==> src/rtl/cmd_defs_pkg.sv <==
// Shared definitions for the command frame parser: opcode bytes, command
// type encodings and parser state encodings.
package cmd_defs_pkg;

  localparam logic [7:0] OP_REG_WR  = 8'hAA;
  localparam logic [7:0] OP_REG_RD  = 8'hBB;
  localparam logic [7:0] OP_ALU_OP  = 8'hCC;
  localparam logic [7:0] OP_ALU_NOP = 8'hDD;

  typedef enum logic [1:0] {
    CMD_REG_WR  = 2'b00,
    CMD_REG_RD  = 2'b01,
    CMD_ALU_OP  = 2'b10,
    CMD_ALU_NOP = 2'b11
  } cmd_type_t;

  typedef enum logic [2:0] {
    S_IDLE  = 3'd0,
    S_ADDR  = 3'd1,
    S_WDATA = 3'd2,
    S_OPA   = 3'd3,
    S_OPB   = 3'd4,
    S_FUN   = 3'd5,
    S_HOLD  = 3'd6
  } state_t;

  // States in which a frame is partially received and the idle gap is timed.
  function automatic logic is_timed(state_t s);
    return (s == S_ADDR) || (s == S_WDATA) || (s == S_OPA) ||
           (s == S_OPB)  || (s == S_FUN);
  endfunction

endpackage

==> src/rtl/frame_timer.sv <==
// Idle-gap counter for a frame in progress; expired flags the last allowed
// cycle so the parser can abandon the frame on that same edge.
module frame_timer #(
  parameter int TIMEOUT_CYCLES = 1024
) (
  input  logic clk,
  input  logic rst,
  input  logic clear,
  input  logic run,
  output logic expired
);

  localparam int CW = (TIMEOUT_CYCLES > 1) ? $clog2(TIMEOUT_CYCLES) : 1;
  localparam logic [CW-1:0] LAST = CW'(TIMEOUT_CYCLES - 1);

  logic [CW-1:0] count;

  always_ff @(posedge clk) begin
    if (rst || clear || !run) begin
      count <= '0;
    end else if (count != LAST) begin
      count <= count + CW'(1);
    end
  end

  assign expired = run && (count == LAST);

endmodule

==> src/rtl/cmd_frame_parser.sv <==
// Parses opcode-led byte frames into register/ALU commands held under a
// valid/ready handshake, with bad-opcode, timeout and overrun reporting.
module cmd_frame_parser
  import cmd_defs_pkg::*;
#(
  parameter int DATA_WIDTH     = 8,
  parameter int ADDR_WIDTH     = 4,
  parameter int TIMEOUT_CYCLES = 1024
) (
  input  logic                  CLK,
  input  logic                  RST,
  input  logic [DATA_WIDTH-1:0] rx_data,
  input  logic                  rx_valid,
  input  logic                  cmd_ready,
  output logic                  cmd_valid,
  output logic [1:0]            cmd_type,
  output logic [ADDR_WIDTH-1:0] cmd_addr,
  output logic [DATA_WIDTH-1:0] cmd_data,
  output logic [DATA_WIDTH-1:0] cmd_opb,
  output logic [3:0]            cmd_fun,
  output logic                  frame_err,
  output logic                  overrun,
  output logic [2:0]            fsm_state
);

  // Handshake: cmd_valid is registered and rises only after the final frame
  // byte; the cmd_* fields stay frozen until a cycle with cmd_valid and
  // cmd_ready both high, which retires the command on that edge.

  state_t                state;
  cmd_type_t             pend_type;
  logic [ADDR_WIDTH-1:0] addr_q;
  logic [DATA_WIDTH-1:0] opa_q;
  logic [DATA_WIDTH-1:0] opb_q;
  logic                  timed;
  logic                  expired;
  logic                  opcode_slot;

  assign timed     = is_timed(state);
  assign fsm_state = state;

  // A byte is read as an opcode in IDLE, or in HOLD when the command retires
  // on the same edge so back-to-back frames lose no cycle.
  assign opcode_slot = rx_valid &&
                       ((state == S_IDLE) || ((state == S_HOLD) && cmd_ready));

  frame_timer #(
    .TIMEOUT_CYCLES(TIMEOUT_CYCLES)
  ) u_timer (
    .clk    (CLK),
    .rst    (RST),
    .clear  (rx_valid),
    .run    (timed),
    .expired(expired)
  );

  always_ff @(posedge CLK) begin
    frame_err <= 1'b0;
    overrun   <= 1'b0;
    if (RST) begin
      state     <= S_IDLE;
      pend_type <= CMD_REG_WR;
      addr_q    <= '0;
      opa_q     <= '0;
      opb_q     <= '0;
      cmd_valid <= 1'b0;
      cmd_type  <= '0;
      cmd_addr  <= '0;
      cmd_data  <= '0;
      cmd_opb   <= '0;
      cmd_fun   <= '0;
    end else begin
      if ((state == S_HOLD) && cmd_ready) begin
        cmd_valid <= 1'b0;
        state     <= S_IDLE;
      end
      if (opcode_slot) begin
        if (rx_data == DATA_WIDTH'(OP_REG_WR)) begin
          pend_type <= CMD_REG_WR;
          state     <= S_ADDR;
        end else if (rx_data == DATA_WIDTH'(OP_REG_RD)) begin
          pend_type <= CMD_REG_RD;
          state     <= S_ADDR;
        end else if (rx_data == DATA_WIDTH'(OP_ALU_OP)) begin
          pend_type <= CMD_ALU_OP;
          state     <= S_OPA;
        end else if (rx_data == DATA_WIDTH'(OP_ALU_NOP)) begin
          pend_type <= CMD_ALU_NOP;
          state     <= S_FUN;
        end else begin
          frame_err <= 1'b1;
        end
      end else if (timed && !rx_valid) begin
        if (expired) begin
          state     <= S_IDLE;
          frame_err <= 1'b1;
        end
      end else begin
        case (state)
          S_ADDR: begin
            if (pend_type == CMD_REG_WR) begin
              addr_q <= rx_data[ADDR_WIDTH-1:0];
              state  <= S_WDATA;
            end else begin
              cmd_addr  <= rx_data[ADDR_WIDTH-1:0];
              cmd_type  <= CMD_REG_RD;
              cmd_valid <= 1'b1;
              state     <= S_HOLD;
            end
          end
          S_WDATA: begin
            cmd_addr  <= addr_q;
            cmd_data  <= rx_data;
            cmd_type  <= CMD_REG_WR;
            cmd_valid <= 1'b1;
            state     <= S_HOLD;
          end
          S_OPA: begin
            opa_q <= rx_data;
            state <= S_OPB;
          end
          S_OPB: begin
            opb_q <= rx_data;
            state <= S_FUN;
          end
          S_FUN: begin
            if (pend_type == CMD_ALU_OP) begin
              cmd_data <= opa_q;
              cmd_opb  <= opb_q;
            end
            cmd_fun   <= rx_data[3:0];
            cmd_type  <= pend_type;
            cmd_valid <= 1'b1;
            state     <= S_HOLD;
          end
          S_HOLD: begin
            if (rx_valid && !cmd_ready) begin
              overrun <= 1'b1;
            end
          end
          default: ;
        endcase
      end
    end
  end

endmodule

==> config.mk <==
export PLATFORM = sky130hd
export DESIGN_NAME = cmd_frame_parser
export DESIGN_NICKNAME = d
export VERILOG_FILES = /design/src/rtl/cmd_defs_pkg.sv /design/src/rtl/frame_timer.sv /design/src/rtl/cmd_frame_parser.sv
export SDC_FILE = /design/constraint.sdc
export NUM_CORES = 1
export LEC_CHECK = 0
export ABC_AREA = 0
export CORE_MARGIN = 2
export CORE_UTILIZATION = 53
export DETAILED_ROUTE_END_ITERATION = 6
export PLACE_DENSITY = 0.84
export SETUP_SLACK_MARGIN = 0.4
export SLEW_MARGIN = 15
export SYNTH_ARGS = -nofsm -noshare
export SYNTH_HDL_FRONTEND = slang
export SYNTH_SLANG_ARGS = --single-unit
==> constraint.sdc <==
create_clock -name CLK -period 2.2 [get_ports CLK]
set_clock_uncertainty 0.05 [all_clocks]
set_input_delay 0.55 -clock CLK [delete_from_list [all_inputs] [get_ports CLK]]
set_output_delay 0.55 -clock CLK [all_outputs]
set_load 0.02 [all_outputs]
==> out/qor.yml <==
run_status:
  status: "finished, final reports clean"
critical_path:
  crit_path_start: "fsm_state[2]"
  timing.rr.start: "u_timer.count[0]"
  cp.depth: 1
  rr_endpoint: "fsm_state[1]"
  critPathLaunchType: "flop"
  worstPathRequired_ps: 1600
  worstSetupEndpoint: "fsm_state[2]"
  cpPeakStageDelay_ps: 450
  arrival_ps: 1150
  path_cells: "dlygate4sd2_1"
  slowest_stage: "dfxtp_2"
  critical_path.top_delay_family: "flip-flops"
  r2r_slack_ps: 470
  cp_max_fo: 6
  cp-end-kind: "output pin"
  r2r_cells: 6
  crit_buf_inv: 1
  crit_type: "flop to output pin"
power_and_ir_drop:
  vdd_drop_max_v: 0.000547
  power_leakage_nw: 1.58
  cellPowerDensity_mw_per_mm2: 711
  finalPower_mw: 2.65
final_layout:
  antenna_cells: 0
  finalNetCount: 412
  fill_cells: 415
  syn2layout_area_growth_pct: 28.3
  drive_gt1_share_pct: 19.1
floorplan:
  die_w_um: 78.0
  start_util_pct: 55.8
  ios: 44
  coreArea_sq_mm: 0.00520
  rows: 26
  fp.dieH_um: 78.0
  die_area_sq_mm: 0.00609
hold_path:
  hold_path.class: "flop to flop"
  holdPathStages: 2
global_routing:
  grt_max_degree: 26
  grt_antenna_before_repair: 0
  grt_pass1_vias: 2533
  grt_use_total_pct: 24.9
  grt_remaining_overflow: 0
  grt_pass1_wl_um: 11900
run:
  maxCapViolCount: 0
timing:
  setup_tns_ps: 0
  relSlewSlack_pct: 72.5
  maxSlewViolCount: 0
  setup_viol: 0
  rsz0062_at_grt: "no"
  final.period_utilization_pct: 79.3
  fin_crit_ps: 1750
  worst_pin_slew_ps: 411
  max_freq_ghz: 0.573
  hold_violations: 0
clock_network:
  clk_latency_ps: 340
  cts_buffers: 9
  cts_tree: "yes"
  clkTransAtPathRegs_ps: 70
  clock_sinks: 64
  clock_path_buffers: 2
  clockRootBuffer: "clkbuf_8"
  htreeDepth: 3
placement:
  dp_hpwl_um: 4860
  io_buffers: 43
  routabilityCongestion: 0.907
synth:
  synth_xor_area_share_pct: 1.51
  synth-seq-cells: 64
  synthFlopType: "dfxtp_1"
  netlist_top_cells_count: "dfxtp_1 (64), nand2_1 (56), nor2_1 (47), a21oi_1 (26), mux2i_1 (20)"
  synth_top_area_cell: "dfxtp_1"
  synth_cell_types: 53
  synth_compound_area_share_pct: 15.0
  synth-simple-area-share_pct: 25.8
  synth_top_area_share_pct: 44.1
  synth_fa_ha_area_share_pct: 0.431
  synthesis.instances: 338
  async_reset_ff_share_pct: 0
  synth.yosys.seq_area_share_pct: 44.1
  yosysMostFrequentCell: "dfxtp_1"
  synth_top_family_by_area: "simple AND/OR/NAND/NOR gates"
  syn_nets: 351
  synth_area_leaders: "dfxtp_1 (44%), nand2_1 (7.2%), mux2i_1 (6.9%), nor2_1 (6.1%), a21oi_1 (4.5%)"
  synthMuxAreaShare_pct: 8.96
  syn_area_sq_mm: 0.00290
  synthesis.area_per_instance_sq_um: 8.59
  synth_edf_count: 0
  yosysWarnings: 0
detailed_routing:
  num_vias: 2697
  drc: 0
  vias_per_cell: 5.70
  ant_nets: 0
  wirelength_um: 7290
  dr.first_iter.drc_count: 224
  wl_per_cell_um: 15.4
  dr.pass1.iters: 4
-- flip-flops by register name (all words and copies together) (netlist names) --
signal         cells
cmd_addr           4
cmd_data           8
cmd_fun            4
overrun            1
cmd_valid          1
pend_type          2
fsm_state          3
addr_q             4
frame_err          1
opb_q              8
opa_q              8
cmd_opb            8
u_timer.count     10
cmd_type           2
-- layout by cell type (no fill, tap or decap), types with 10 or more instances in the layout --
cell type,n
buf_4,26
nor2_1,47
nand3_1,13
a21oi_1,25
nand2_1,56
o21ai_0,10
clkbuf_8,13
dfxtp_1,59
mux2i_1,20
dlygate4sd2_1,36
-- worst reg2reg max path, cell delays in order, from the launching register on --
cell       delay, ps
dfxtp_4          380
ha_4             150
nand4_1          130
or3_4            460
a21oi_2          170
a2111oi_2         70
a41o_1           210
-- how the worst min path moves through the flow --
stage / from / endpoint
2_1_floorplan: opb_q[0] / opb_q[0]
3_3_place_gp: opa_q[5] / opa_q[5]
3_5_place_dp: opa_q[5] / opa_q[5]
4_1_cts: opa_q[0] / opa_q[0]
5_1_grt: opa_q[6] / opa_q[6]
6_report: opa_q[0] / opa_q[0]
-- per-layer routing --
layer  wire length, um  share of wire, %  global-route usage (%)
met4               195               2.7                    10.9
met2              3390                47                    39.7
met1              3260                45                    32.2
met3               448               6.1                    5.98
met5                 0                 0                       0
-- where the power goes --
part | internal, mW | total, mW | switching [mW]
Sequential | 1.20 | 1.24 | 0.0387
Clock | 0.524 | 0.947 | 0.423
Combinational | 0.187 | 0.460 | 0.273
-- stage by stage --
stage	instances	utilization (%)	setup slack, ps	hold WS [ps]	area (sq um)
after floorplan	338	-	517	386	2900
after global placement	452	66.5	2.44	392	3460
after detailed placement	452	66.5	6.93	397	3460
after CTS	469	70.0	406	407	3650
after global routing	473	71.6	397	421	3730
final	473	71.6	454	407	3730
-- cell families (layout without fill, tap and decap cells) --
kind of cell,after synthesis,after routing
and+or+nand+nor,153,153
AOI/OAI and AO/OA,67,67
DFF,64,64
muxes,25,25
buffers and inverters,23,88
xor gates and xnor gates,5,5
adders and majority gates,1,1
-- layout make-up --
cell class / instances / area (sq um) / share of cell area, %
clock buffers: 13 / 179 / 4.80
clock inverters: 2 / 12.5 / 0.336
inverters: 4 / 15.0 / 0.403
multi-input cells: 251 / 1560 / 41.9
flip-flops and latches: 64 / 1290 / 34.6
well taps: 70 / 87.6 / 2.35
repair buffers: 69 / 581 / 15.6
-- repair_timing --
item                       in CTS  in global routing
setup endpoints to repair      43                 29
buffers inserted                2                  4
resized for setup              45                 13
pin swaps                       3                  4
hold endpoints to repair        0                  0
hold buffers                    0                  0
Power figures use the tool's default switching activity.
